===== src/rtl/fb_rect_writer.sv =====
// fb_rect_writer: clips one solid-colour rectangle to the screen and fills it into a
// row-major framebuffer at one registered pixel write per clock.
module fb_rect_writer #(
    parameter int H_RES  = 640,
    parameter int V_RES  = 480,
    parameter int ADDR_W = 19,
    parameter int DATA_W = 16
) (
    input  logic              clk,
    input  logic              rst,
    input  logic              cmd_valid,
    output logic              cmd_ready,
    input  logic [9:0]        cmd_x,
    input  logic [9:0]        cmd_y,
    input  logic [9:0]        cmd_w,
    input  logic [9:0]        cmd_h,
    input  logic [11:0]       cmd_color,
    output logic              busy,
    output logic              done,
    output logic [ADDR_W-1:0] w_addr,
    output logic [DATA_W-1:0] w_data,
    output logic              we
);
    typedef enum logic [2:0] {IDLE, SETUP, ROW, NEXT_ROW, DONE} state_t;
    state_t            state_q, state_d;
    logic [9:0]        x_q, x_d, y_q, y_d, w_q, w_d, h_q, h_d;
    logic [9:0]        cw_q, cw_d, ch_q, ch_d, pix_q, pix_d, row_q, row_d;
    logic [11:0]       color_q, color_d;
    logic [ADDR_W-1:0] addr_q, addr_d, row_base_q, row_base_d;
    logic              we_q;
    logic [10:0]       x_room, y_room;
    logic [9:0]        cw, ch;
    logic [ADDR_W-1:0] base, stride;
    logic              clipped, last_pix, last_row;

    assign x_room   = 11'(H_RES) - {1'b0, x_q};
    assign y_room   = 11'(V_RES) - {1'b0, y_q};
    assign cw       = ({1'b0, w_q} < x_room) ? w_q : x_room[9:0];
    assign ch       = ({1'b0, h_q} < y_room) ? h_q : y_room[9:0];
    assign clipped  = ({1'b0, x_q} >= 11'(H_RES)) || ({1'b0, y_q} >= 11'(V_RES)) || (w_q == 10'd0) || (h_q == 10'd0);
    // Row stride of 640 words = 512 + 128, so y*640 needs no multiplier.
    assign base     = (ADDR_W'(y_q) << 9) + (ADDR_W'(y_q) << 7) + ADDR_W'(x_q);
    assign stride   = ADDR_W'(H_RES);
    assign last_pix = pix_q == cw_q - 10'd1;
    assign last_row = row_q == ch_q - 10'd1;

    always_comb begin
        state_d    = state_q;
        x_d        = x_q;
        y_d        = y_q;
        w_d        = w_q;
        h_d        = h_q;
        color_d    = color_q;
        cw_d       = cw_q;
        ch_d       = ch_q;
        pix_d      = pix_q;
        row_d      = row_q;
        addr_d     = addr_q;
        row_base_d = row_base_q;
        case (state_q)
            IDLE: begin
                if (cmd_valid) begin
                    x_d     = cmd_x;
                    y_d     = cmd_y;
                    w_d     = cmd_w;
                    h_d     = cmd_h;
                    color_d = cmd_color;
                    state_d = SETUP;
                end
            end
            SETUP: begin
                cw_d       = cw;
                ch_d       = ch;
                pix_d      = 10'd0;
                row_d      = 10'd0;
                // An off-screen base is never exposed on w_addr.
                addr_d     = clipped ? addr_q : base;
                row_base_d = clipped ? row_base_q : base;
                state_d    = clipped ? DONE : ROW;
            end
            ROW: begin
                pix_d   = last_pix ? 10'd0 : pix_q + 10'd1;
                addr_d  = last_pix ? addr_q : addr_q + 1'b1;
                state_d = !last_pix ? ROW : (last_row ? DONE : NEXT_ROW);
            end
            NEXT_ROW: begin
                row_base_d = row_base_q + stride;
                addr_d     = row_base_q + stride;
                row_d      = row_q + 10'd1;
                state_d    = ROW;
            end
            DONE:    state_d = IDLE;
            default: state_d = IDLE;
        endcase
    end

    always_ff @(posedge clk) begin
        if (rst) begin
            state_q    <= IDLE;
            x_q        <= '0;
            y_q        <= '0;
            w_q        <= '0;
            h_q        <= '0;
            color_q    <= '0;
            cw_q       <= '0;
            ch_q       <= '0;
            pix_q      <= '0;
            row_q      <= '0;
            addr_q     <= '0;
            row_base_q <= '0;
            we_q       <= 1'b0;
        end else begin
            state_q    <= state_d;
            x_q        <= x_d;
            y_q        <= y_d;
            w_q        <= w_d;
            h_q        <= h_d;
            color_q    <= color_d;
            cw_q       <= cw_d;
            ch_q       <= ch_d;
            pix_q      <= pix_d;
            row_q      <= row_d;
            addr_q     <= addr_d;
            row_base_q <= row_base_d;
            we_q       <= state_d == ROW;
        end
    end

    assign cmd_ready = (state_q == IDLE) && !rst;
    assign busy      = state_q != IDLE;
    assign done      = state_q == DONE;
    assign w_addr    = addr_q;
    assign w_data    = DATA_W'(color_q);
    assign we        = we_q;
endmodule


===== config.mk =====
export PLATFORM = sky130hd
export DESIGN_NAME = fb_rect_writer
export DESIGN_NICKNAME = d
export VERILOG_FILES = /design/src/rtl/fb_rect_writer.sv
export SDC_FILE = /design/constraint.sdc
export NUM_CORES = 1
export LEC_CHECK = 0
export CAP_MARGIN = 15
export CORE_MARGIN = 5
export CORE_UTILIZATION = 48
export CTS_CLUSTER_SIZE = 10
export DETAILED_ROUTE_END_ITERATION = 10
export PLACE_DENSITY_LB_ADDON = 0.05
export RECOVER_POWER = 100
export SETUP_SLACK_MARGIN = 0.15
export SLEW_MARGIN = 20
export SYNTH_ARGS = -nofsm -noshare
export SYNTH_HDL_FRONTEND = slang
export SYNTH_SLANG_ARGS = --single-unit

===== constraint.sdc =====
create_clock -name clk -period 6.52 [get_ports clk]
set_input_delay 1.63 -clock clk [delete_from_list [all_inputs] [get_ports clk]]
set_output_delay 1.63 -clock clk [all_outputs]
set_load 0.02 [all_outputs]

* After elaboration in Yosys (flattened, before gate mapping)
Index checks and enable logic that the tools add are counted.
Cells by class: $add $sub $neg 10, $lt $le $gt $ge 4, equal/unequal tests 9, muxes and demuxes 14, reduce and logical (&&, ||, !) cells 15
Operators by type and width (count):
- $pmux W19 S3 | 1
- $pmux W10 S2 | 2
- $mux W19 | 2
- $pmux W19 S2 | 1
- $mux W10 | 3
- $lt A10 B11 Y1 | 2
- $add A10 B1 Y10 const B | 2
- $eq A10 B10 Y1 | 2
- $logic_not A10 Y1 | 2
- $sub A10 B1 Y10 const B | 2
- $add A19 B1 Y19 const B | 1
- $add A19 B10 Y19 | 1
- $add A19 B10 Y19 const B | 1
- $add A19 B17 Y19 | 1
- $mux W3 | 4
- $pmux W3 S4 | 1
- $sub A10 B10 Y11 const A | 1
- $sub A9 B10 Y11 const A | 1
- $ge A10 B10 Y1 const B | 1
- $ge A10 B9 Y1 const B | 1
- $eq A3 B2 Y1 const B | 3
- $reduce_bool A3 Y1 | 2
- $ne A2 B2 Y1 const B | 2
- $reduce_and A2 Y1 | 2
- 8 further kinds | 11
Storage, ports and cells: flip-flop bits (word level) 134, bits of input ports 55, output and inout port bits 39, word-level logic and storage cells 65

* Depth between registers and ports, before layout
Gate-level depths: netlist (run 1).
word-level depth 7, gate-level depth with buffers 15, depth with buffers taken out 14

* Least setup slack after synthesis (run 1)
No wires, ideal clock.
path type input -> output, start point input rst, end point output cmd_ready, arrival 2342 ps, required time 4890 ps, setup slack 2548 ps, stages 3, buffers on the path 2, cells stage by stage clkbuf_1 clkbuf_1 nor2_1
Between the ends: longest elaborated chain between the ends 2
RTL lines:
- start, declared | RTL line 10 | input logic rst,
- $logic_not A1 Y1 | RTL line 129 | assign cmd_ready = (state_q == IDLE) && !rst;
- $logic_and A1 B1 Y1 | RTL line 129
- end, declared | RTL line 12 | output logic cmd_ready,
No other way between the ends.

* Worst setup path after layout (run 1)
Ends and elaborated chain as after synthesis.

==> run_results.csv, run 1 <==
group,metric,value,unit
routing,drt_iter0_markers,613,
sta,fin_crit_sh,0.735,
global_routing,top_usage_layer,"met1",
global_routing,grt.total_usage,0.222,
sta,slew_viol_final,75,
floorplan,io_pins,94,
routing,drc,0,
hold_path,hold_class,"reg -> reg",
floorplan,dieArea,0.0198,mm²
worst_setup_path,crit_chain,"clkbuf_1 > nor2_1 > dlygate4sd3_1",
sta,hold_viol,0,
status,status,"finished, violations left",
sta,fin_skew,6.34,ps
clocking,cts_resized,0,
clocking,clk_latency,420,ps
yosys,netlist-cell-type-count,70,
power_and_ir_drop,sw_frac_of_total,0.332,
sta,maxSlewHeadroom,-0.192,
yosys,synthFlopType,"dfxtp_1",
worst_setup_path,critical_path.slowest_cell,"clkbuf_1",
yosys,syn_inst,1059,
final_layout,area_delta_synth_final,18.5,%
power_and_ir_drop,ir_drop,195,µV
sta,period_minus_slack,4790,ps
sta,setup_viol,0,
flow_run,drv_cap,2,
placement,place.port_buffers,89,
sta,grt_setup_unrepaired,"no",
yosys,synth_warnings,0,
floorplan,core,0.0166,mm²
clocking,clock_sinks,134,
final_layout,final_cells,1341,
floorplan,die_h,141,µm
power_and_ir_drop,p_leak,3.80,nW
global_routing,gr-total-overflow,0,
global_routing,grt_pass1_wl,36000,µm
clocking,max-clock-path-buffers,2,
clocking,numCtsBuffers,17,
clocking,cts_tree,"built",
power_and_ir_drop,power_density,273,mW/mm²
power_and_ir_drop,share_comb_of_total_power,0.258,
yosys,synth_area_leaders,"dfxtp_1 (33%), nand2_1 (7.9%), a21oi_1 (7.2%)",
sta,tightest_slew,1780,ps
routing,drtAntennaViolNets,0,
clocking,clockRootBuffer,"clkbuf_16",
yosys,synth_area_leader_cell,"dfxtp_1",
clocking,clk_pin_slew_worst_paths,60,ps
sta,whs,449,ps
global_routing,antenna_found_initial,0,
sta,clock.fmax,0.209,GHz
worst_setup_path,crit_path_start_kind,"primary input",
floorplan,initial_utilization,0.492,
clocking,hold_buffers,0,
power_and_ir_drop,switchingPower,0.880,mW
yosys,synth_seq_area_share,0.328,
clocking,post_cts_buffers,0,
routing,post_drt_wl_per_cell,16.7,µm
routing,vias,7640,
placement,place.gp.congestion,0.862,
routing,drt_first_pass_iters,7,
global_routing,grt_util_met2,0.324,
placement,dp.cells,1309,
status,violations,"capacitance limit, slew limit",
global_routing,grtUsageMet3,0.0572,
worst_setup_path,crit_arrival,3160,ps
global_routing,grt_pass1_vias,6775,
worst_setup_path,cp_data_required_time,4890,ps
routing,viasPerCell,5.70,
worst_setup_path,cp-end-kind,"output pin",
floorplan,chipWidth,141,µm
worst_setup_path,cpPeakStageDelay,750,ps
clocking,cts_htree_levels,4,
worst_setup_path,worstPathMaxFanout,22,
yosys,ys_async_sr_fraction,0,
sta,tns,0,ps
final_layout,nets,1210,
routing,totalWireLength,22400,µm
final_layout,diodes,0,
global_routing,grt_use_met1,0.330,
power_and_ir_drop,sequentialPowerShare,0.371,
yosys,synth_top_area_frac,0.328,
global_routing,grt_max_degree,85,
worst_setup_path,critPathKind,"in -> out",
final_layout,final_layout_size_suffix_gt1_frac,0.0553,
floorplan,rows,47,
yosys,synth-edff-count,0,
power_and_ir_drop,p_int,1.77,mW
placement,hpwl,15900,µm
power_and_ir_drop,power_frac_clock,0.372,
yosys,netlist_area,0.00819,mm²
yosys,syn_avg_cell_area,7.73,µm²
yosys,synth_seq_cells,134,
==> cell type report <==
type | count | area, µm²
Sequential cell | 134 | 2680
Inverter | 24 | 90.1
Tap cell | 220 | 275
Multi-Input combinational cell | 836 | 5120
Clock buffer | 17 | 425
Fill cell | 1594 | 6950
Timing Repair Buffer | 95 | 926
Clock inverter | 15 | 179
==> layout by cell type (no fill, tap or decap), drive strengths merged, types with 21 or more instances in the layout <==
cell           instances
xor2                  44
nand2                175
nand4                 21
inv                   27
xnor2                 26
dfxtp                134
nor3                  31
a21oi                117
nand3                 32
o21ai                 60
nor2                  76
dlygate4sd3           36
ha                    45
clkdlybuf4s50         52
==> critical path, delay by kind of cell <==
family | cells | cell delay [ps]
buf+inv | 2 | 1430
simple gates | 1 | 90
==> registers in the layout (all words and copies together), names as in the netlist <==
| signal | count |
|---|---|
| cw_q | 10 |
| h_q | 10 |
| row_base_q | 19 |
| x_q | 10 |
| color_q | 12 |
| w_q | 10 |
| we | 1 |
| row_q | 10 |
| pix_q | 10 |
| y_q | 10 |
| ch_q | 10 |
| w_addr | 19 |
| state_q | 3 |
==> power groups by stage <==
| stage | combinational [mW] | clock [mW] | sequential, mW |
|---|---|---|---|
| global route | 0.759 | 1.04 | 0.992 |
| detailed placement | 0.688 | 0 | 0.999 |
| finish | 0.682 | 0.985 | 0.981 |
| global placement | 0.681 | 0 | 0.997 |
| floorplan | 0.477 | 0 | 0.986 |
| CTS | 0.694 | 1.00 | 0.981 |
==> routing by layer <==
| layer | vias up | wire (µm) |
|---|---|---|
| met1 | 3527 | 11100 |
| met3 | 18 | 1580 |
| met4 | 0 | 241 |
| met5 | - | 0 |
| li1 | 3897 | - |
| met2 | 198 | 9530 |
==> per-stage QoR <==
| stage | util | power (mW) | worst slack, ps | cell area, µm² |
|---|---|---|---|---|
| after detailed placement | 0.548 | 1.69 | 2330 | 9130 |
| after floorplan | - | 1.46 | 2550 | 8200 |
| final | 0.583 | 2.65 | 1730 | 9700 |
| after global placement | 0.548 | 1.68 | 2320 | 9130 |
| after global routing | 0.583 | 2.79 | 1580 | 9700 |
| after CTS | 0.585 | 2.68 | 2330 | 9730 |
==> path summary, 6_finish.rpt <==
path                                 start                        to  slack, ps  depth (start not counted)
setup / recovery                       rst                 cmd_ready       1730                          3
hold / removal    color_q[10]$_SDFFE_PP0P_  color_q[10]$_SDFFE_PP0P_        450                          2
setup reg to reg       x_q[2]$_SDFFE_PP0P_      cw_q[5]$_SDFFE_PP0N_       2820                         11
hold reg to reg   color_q[10]$_SDFFE_PP0P_  color_q[10]$_SDFFE_PP0P_        450                          2
==> synthesized netlist by cell type, types with 15 or more instances <==
master	count
nand2_1	173
dfxtp_1	134
a21oi_1	117
nor2_1	76
o21ai_0	59
clkbuf_1	52
ha_1	45
xor2_1	44
nand3_1	32
nor3_1	29
xnor2_1	26
inv_1	24
nand4_1	21
a31oi_1	15
==> cell families (layout without fill, tap and decap cells) <==
family,count (synthesis),count (layout),share of synthesized area
xor+xnor,70,70,0.0749
flops,134,134,0.328
compound gates,286,286,0.219
buf+inv,92,151,0.0463
simple gates,416,416,0.242
fa+ha+maj,47,47,0.0737
mux,13,13,0.0159
other cells,1,4,0.000458
Power figures use the tool's default switching activity.
==> run 2, diff against run 1 <==
Clock period 6.52 ns to 3.91 ns, I/O delays scaled along.
==> run 2 against run 1 <==
Compared with the run above: the run still ends with capacitance limit, slew limit left; clock power grew 66%; final cell count up 0.82%; critical path depth up 7; flip-flop and latch count unchanged; via count rose by 1.2%; register-to-register slack worse by 2400 ps; first-iteration DRC count down 23%; power up 67%; setup slack lost 1300 ps; count of clock-buffer cells in the layout rose by 1; sequential power increased by 66%; critical path type is now reg -> reg.
==> run_results.csv, run 2 (synthesized netlist as in run 1, its figures left out) <==
group,metric,value,unit
status,status,"finished, violations left",
status,violations,"capacitance limit, slew limit",
sta,fin_crit_sh,0.887,
clocking,clockRootBuffer,"clkbuf_16",
clocking,cts_htree_levels,4,
sta,grt_setup_unrepaired,"no",
global_routing,grt_pass1_vias,6798,
routing,drt_first_pass_iters,5,
sta,setup_viol,0,
routing,drtAntennaViolNets,0,
power_and_ir_drop,ir_drop,342,µV
routing,vias,7734,
placement,place.gp.congestion,0.871,
clocking,numCtsBuffers,17,
final_layout,final_cell_mix,"nand2_1 (173), dfxtp_1 (134), a21oi_1 (117)",
global_routing,grt.total_usage,0.225,
placement,dp.cells,1320,
sta,clock.fmax,0.288,GHz
routing,totalWireLength,22800,µm
final_layout,area_delta_synth_final,19.3,%
worst_setup_path,crit_chain,"clkbuf_1 > inv_1 > nor2_1 > clkbuf_1 > nand2b_1 > clkbuf_1 > o21ai_2 > nand2_1 > o211ai_1 > o31ai_1",
final_layout,final_util,0.587,
hold_path,whs_endpoint,"color_q[6]$_SDFFE_PP0P_",
final_layout,diodes,0,
placement,place_area,0.00921,mm²
worst_setup_path,reg2reg_to,"w_addr[13]$_SDFFE_PP0P_",
clocking,clk_pin_slew_worst_paths,60,ps
floorplan,io_pins,94,
clocking,post_cts_buffers,0,
routing,viasPerCell,5.72,
final_layout,register_area,0.00268,mm²
floorplan,chipWidth,141,µm
power_and_ir_drop,p_leak,3.85,nW
worst_setup_path,crit_path_start_kind,"flop",
sta,tightest_slew,1860,ps
clocking,cts_resized,0,
final_layout,final_common_cell,"nand2_1",
final_layout,final_area,0.00976,mm²
global_routing,gr-total-overflow,0,
worst_setup_path,r2r_start,"state_q[0]$_SDFF_PP0_",
flow_run,drv_cap,1,
floorplan,dieArea,0.0198,mm²
clocking,max-clock-path-buffers,2,
floorplan,die_h,141,µm
global_routing,grt_max_degree,64,
floorplan,core,0.0166,mm²
sta,slew_viol_final,54,
routing,drt_iter0_markers,471,
worst_setup_path,worstSetupPathDepth,10,
hold_path,hold_depth,2,
power_and_ir_drop,power,4.42,mW
routing,drc,0,
sta,fin_skew,10.1,ps
final_layout,final_layout_size_suffix_gt1_frac,0.0618,
final_layout,multi_input_area,0.00511,mm²
floorplan,initial_utilization,0.492,
hold_path,hold_path_startpoint,"color_q[6]$_SDFFE_PP0P_",
power_and_ir_drop,power_density,453,mW/mm²
worst_setup_path,rrSetupSlack,440,ps
placement,place.port_buffers,89,
global_routing,antenna_found_initial,0,
sta,tns,0,ps
worst_setup_path,r2r_cells,10,
sta,setup_slack,442,ps
placement,hpwl,16600,µm
worst_setup_path,cp_num_buf_inv,4,
clocking,clock_sinks,134,
worst_setup_path,critical_path.startpoint,"state_q[0]$_SDFF_PP0_",
sta,period_minus_slack,3470,ps
floorplan,rows,47,
sta,hold_viol,0,
worst_setup_path,worstPathMaxFanout,17,
sta,whs,448,ps
worst_setup_path,critPathKind,"reg -> reg",
worst_setup_path,critical_path.slowest_cell,"o21ai_2",
clocking,clk_latency,430,ps
final_layout,final_cells,1352,
worst_setup_path,cp_data_required_time,4210,ps
clocking,hold_buffers,0,
clocking,cts_tree,"built",
placement,dpl_worst_slack,650,ps
hold_path,hold_class,"reg -> reg",
global_routing,grt_pass1_wl,36600,µm
worst_setup_path,cp_top_family,"buffers and inverters",
final_layout,nFillCells,1560,
final_layout,nets,1221,
routing,post_drt_wl_per_cell,16.9,µm
worst_setup_path,cpPeakStageDelay,710,ps
sta,maxSlewHeadroom,-0.244,
worst_setup_path,cpMostUsedCell,"clkbuf_1",
worst_setup_path,crit_arrival,3770,ps
worst_setup_path,cp-end-kind,"flop",
==> run 2: cell count changes in the layout (fill, tap and decap cells not counted), sizes merged <==
cell | before | now
inv | 27 | 31
clkbuf | 19 | 23
clkdlybuf4s50 | 52 | 53
buf | 5 | 13
dlygate4sd3 | 36 | 35
bufinv | 3 | 2
clkinvlp | 4 | 2
clkinv | 5 | 3
==> run 2: area by class of cell <==
class,instances,area share
clock buffer,18,0.0450
clock inverter,14,0.0169
inverter,24,0.00923
multi-input combinational,836,0.524
sequential,134,0.275
tap,220,0.0282
timing repair buffer,106,0.102
==> run 2: how the worst max path moves through the flow <==
stage | end
after floorplan | ch_q[0]$_SDFFE_PP0N_
after global placement | ch_q[5]$_SDFFE_PP0N_
after detailed placement | ch_q[4]$_SDFFE_PP0N_
after CTS | cmd_ready
after global routing | cw_q[6]$_SDFFE_PP0N_
final | w_addr[13]$_SDFFE_PP0P_
==> run 2: worst min-delay path: cells and delay by family, from the launching register on <==
kind	cells	cell delay [ps]
AND/OR/NAND/NOR	1	50
AO/OA/AOI/OAI	1	50
flip-flops	1	300
==> run 2: metal layers <==
metal	GRT usage	wire length, µm
met5	0	0
met4	0.0469	172
met3	0.0569	1570
met2	0.329	9710
met1	0.336	11300
==> run 2: where the power goes <==
part	internal (mW)	switching, mW
sequential	1.47	0.161
combinational	0.474	0.674
clock	0.974	0.665
total	2.92	1.50
==> run 3, diff against run 2 <==
Settings changed: CTS_CLUSTER_DIAMETER set to 80.
==> results of run 3 <==
Same layout as run 2: the final DEF is identical, and so are final timing and power.
==> variant: new RTL, settings of run 2 <==
`DATA_W`: 16 -> 14.
--- a/src/rtl/fb_rect_writer.sv
+++ b/src/rtl/fb_rect_writer.sv
@@ -6,3 +6,3 @@
     parameter int ADDR_W = 19,
-    parameter int DATA_W = 16
+    parameter int DATA_W = 14
 ) (
Ports: changed (resized w_data); port bits go from 94 to 92. No check against the original RTL was run, so the function may have changed too.
==> variant against run 2 <==
  * The run still ends with capacitance limit, slew limit left
  * Total power increased by 2.4%
  * Critical endpoint is now pix_q[7]$_SDFFE_PP0P_
  * Combinational power about the same
  * Wire length did not move
  * Critical path type is now primary input to register
  * Largest cell class unchanged
  * Highest routed layer unchanged
  * Setup slack lost 0.0096 ns
  * Die area decreased by 0.17%
  * Synthesized cell count fell by 0.19%
  * Global-route usage rose by 0.44 points
  * Register-to-register slack gained 0.08 ns
  * Synthesized area shrank 0.18%
  * Sequential cell count unchanged
  * Design area up 0.58%
==> variant: results (changes against run 2) <==
Setup path
  – CP max stage delay: 1.17 ns (was 0.71 ns)
  – Crit-path slowest cell: clkbuf_2 (was o21ai_2)
  – Crit Path Max Fanout: 73 (was 17)
  – Crit path arrival time: 3.78 ns (was 3.77 ns)
  – R2R setup slack: 0.52 ns (was 0.44 ns)
  – Cell mode on critical path: clkbuf_2 (was clkbuf_1)

Synth
  – Sequential share of the synthesized area: 32.8% (about the same)
  – Post-synth ARST share: 0% (unchanged)
  – Post-Syn Instances: 1,057 (was 1,059)
  – Most frequent cells after synthesis: 173 x nand2_1, 134 x dfxtp_1, 117 x a21oi_1 (unchanged)

Finish
  – Multi-input gate area: 5120 um2 (was 5110 um2)
  – Clk tree area frac: 6.47% (was 6.19%)
  – Signal buf overhead: 10.3% (was 10.2%)
  – #MultiIn Comb: 834 (was 836)
  – Non-clock buffers: 108 (was 106)
  – Clk_buf instances: 18 (unchanged)
  – Share of layout cells above drive strength 1: 6.80% (was 6.18%)
  – Seq/total area: 27.3% (was 27.5%)
  – Filler Cell Count: 1,592 (was 1,560)
  – N_diodes: 0 (unchanged)

Routing
  – Final wirelength: 22,800 um (unchanged)
  – Iter 0 DRT Violations: 551 (was 471)
  – Via count: 7,765 (was 7,734)
  – Met2 wire len: 9630 um (was 9710 um)
  – Metal3 WL: 1460 um (was 1570 um)
  – DRT met1 WL: 11,400 um (was 11,300 um)

Timing
  – Worst-margin pin slew: 1.80 ns (was 1.86 ns)
  – Max Slew Vio Count: 128 (was 54)
  – Clk_skew: 0.0105 ns (was 0.0101 ns)
  – Max Freq: 0.288 GHz (about the same)
  – WHS: 0.449 ns (was 0.448 ns)

Status
  – Outcome: finished, violations left (unchanged)
  – Failing checks: capacitance limit, slew limit (unchanged)

Power and ir drop
  – Max IR drop VDD: 0.349 mV (was 0.342 mV)
  – Switching fraction of total power: 32.8% (was 33.9%)
  – P_leak: 3.88 nW (was 3.85 nW)
  – Clock Power Share: 38.4% (was 37.1%)
  – P_sw: 0.00148 W (was 0.00150 W)
  – Sequential group share of total power: 36.1% (was 37.0%)

Placed design
  – Pre-CTS setup slack: 0.599 ns (was 0.650 ns)
  – Gpl congestion: 0.886 (was 0.871)
  – Hpwl dp: 16,700 um (was 16,600 um)
  – Post-DP Area: 9210 um2 (about the same)
  – Dpl cells: 1,320 (unchanged)

Global route
  – Overall Global Routing Usage: 23.0% (was 22.5%)
  – M3 GR Usage: 5.28% (was 5.69%)
  – Met2 GRT Util: 33.4% (was 32.9%)
  – Largest net degree at the start of global routing: 74 (was 64)
  – First-pass GRT wire length: 37,400 um (was 36,600 um)
  – Vias in the first global route: 7,069 (was 6,798)
  – GR Util met1: 34.1% (was 33.6%)

Flow run
  – Max-Cap Viols: 2 (was 1)

Die
  – Die area: 19,700 um2 (was 19,800 um2)
variant: kinds of logic (layout without fill, tap and decap cells):
| logic type | after synthesis | count (layout) | synth area share [%] |
|---|---|---|---|
| DFF | 134 | 134 | 32.8 |
| AOI/OAI and AO/OA | 286 | 286 | 21.9 |
| xor gates and xnor gates | 70 | 70 | 7.50 |
| buffers and inverters | 90 | 164 | 4.46 |
| and+or+nand+nor | 416 | 416 | 24.3 |
| other | 1 | 2 | 0.0459 |
| muxes | 13 | 13 | 1.59 |
| adders and majority gates | 47 | 47 | 7.38 |
variant: worst paths after layout:
kind / cells after the start / end / startpoint
worst max-delay path: 7 / pix_q[7]$_SDFFE_PP0P_ / rst
worst min-delay path: 2 / color_q[7]$_SDFFE_PP0P_ / color_q[7]$_SDFFE_PP0P_
worst max register to register: 10 / row_base_q[7]$_SDFFE_PP0P_ / y_q[0]$_SDFFE_PP0P_
worst min register to register: 2 / color_q[7]$_SDFFE_PP0P_ / color_q[7]$_SDFFE_PP0P_
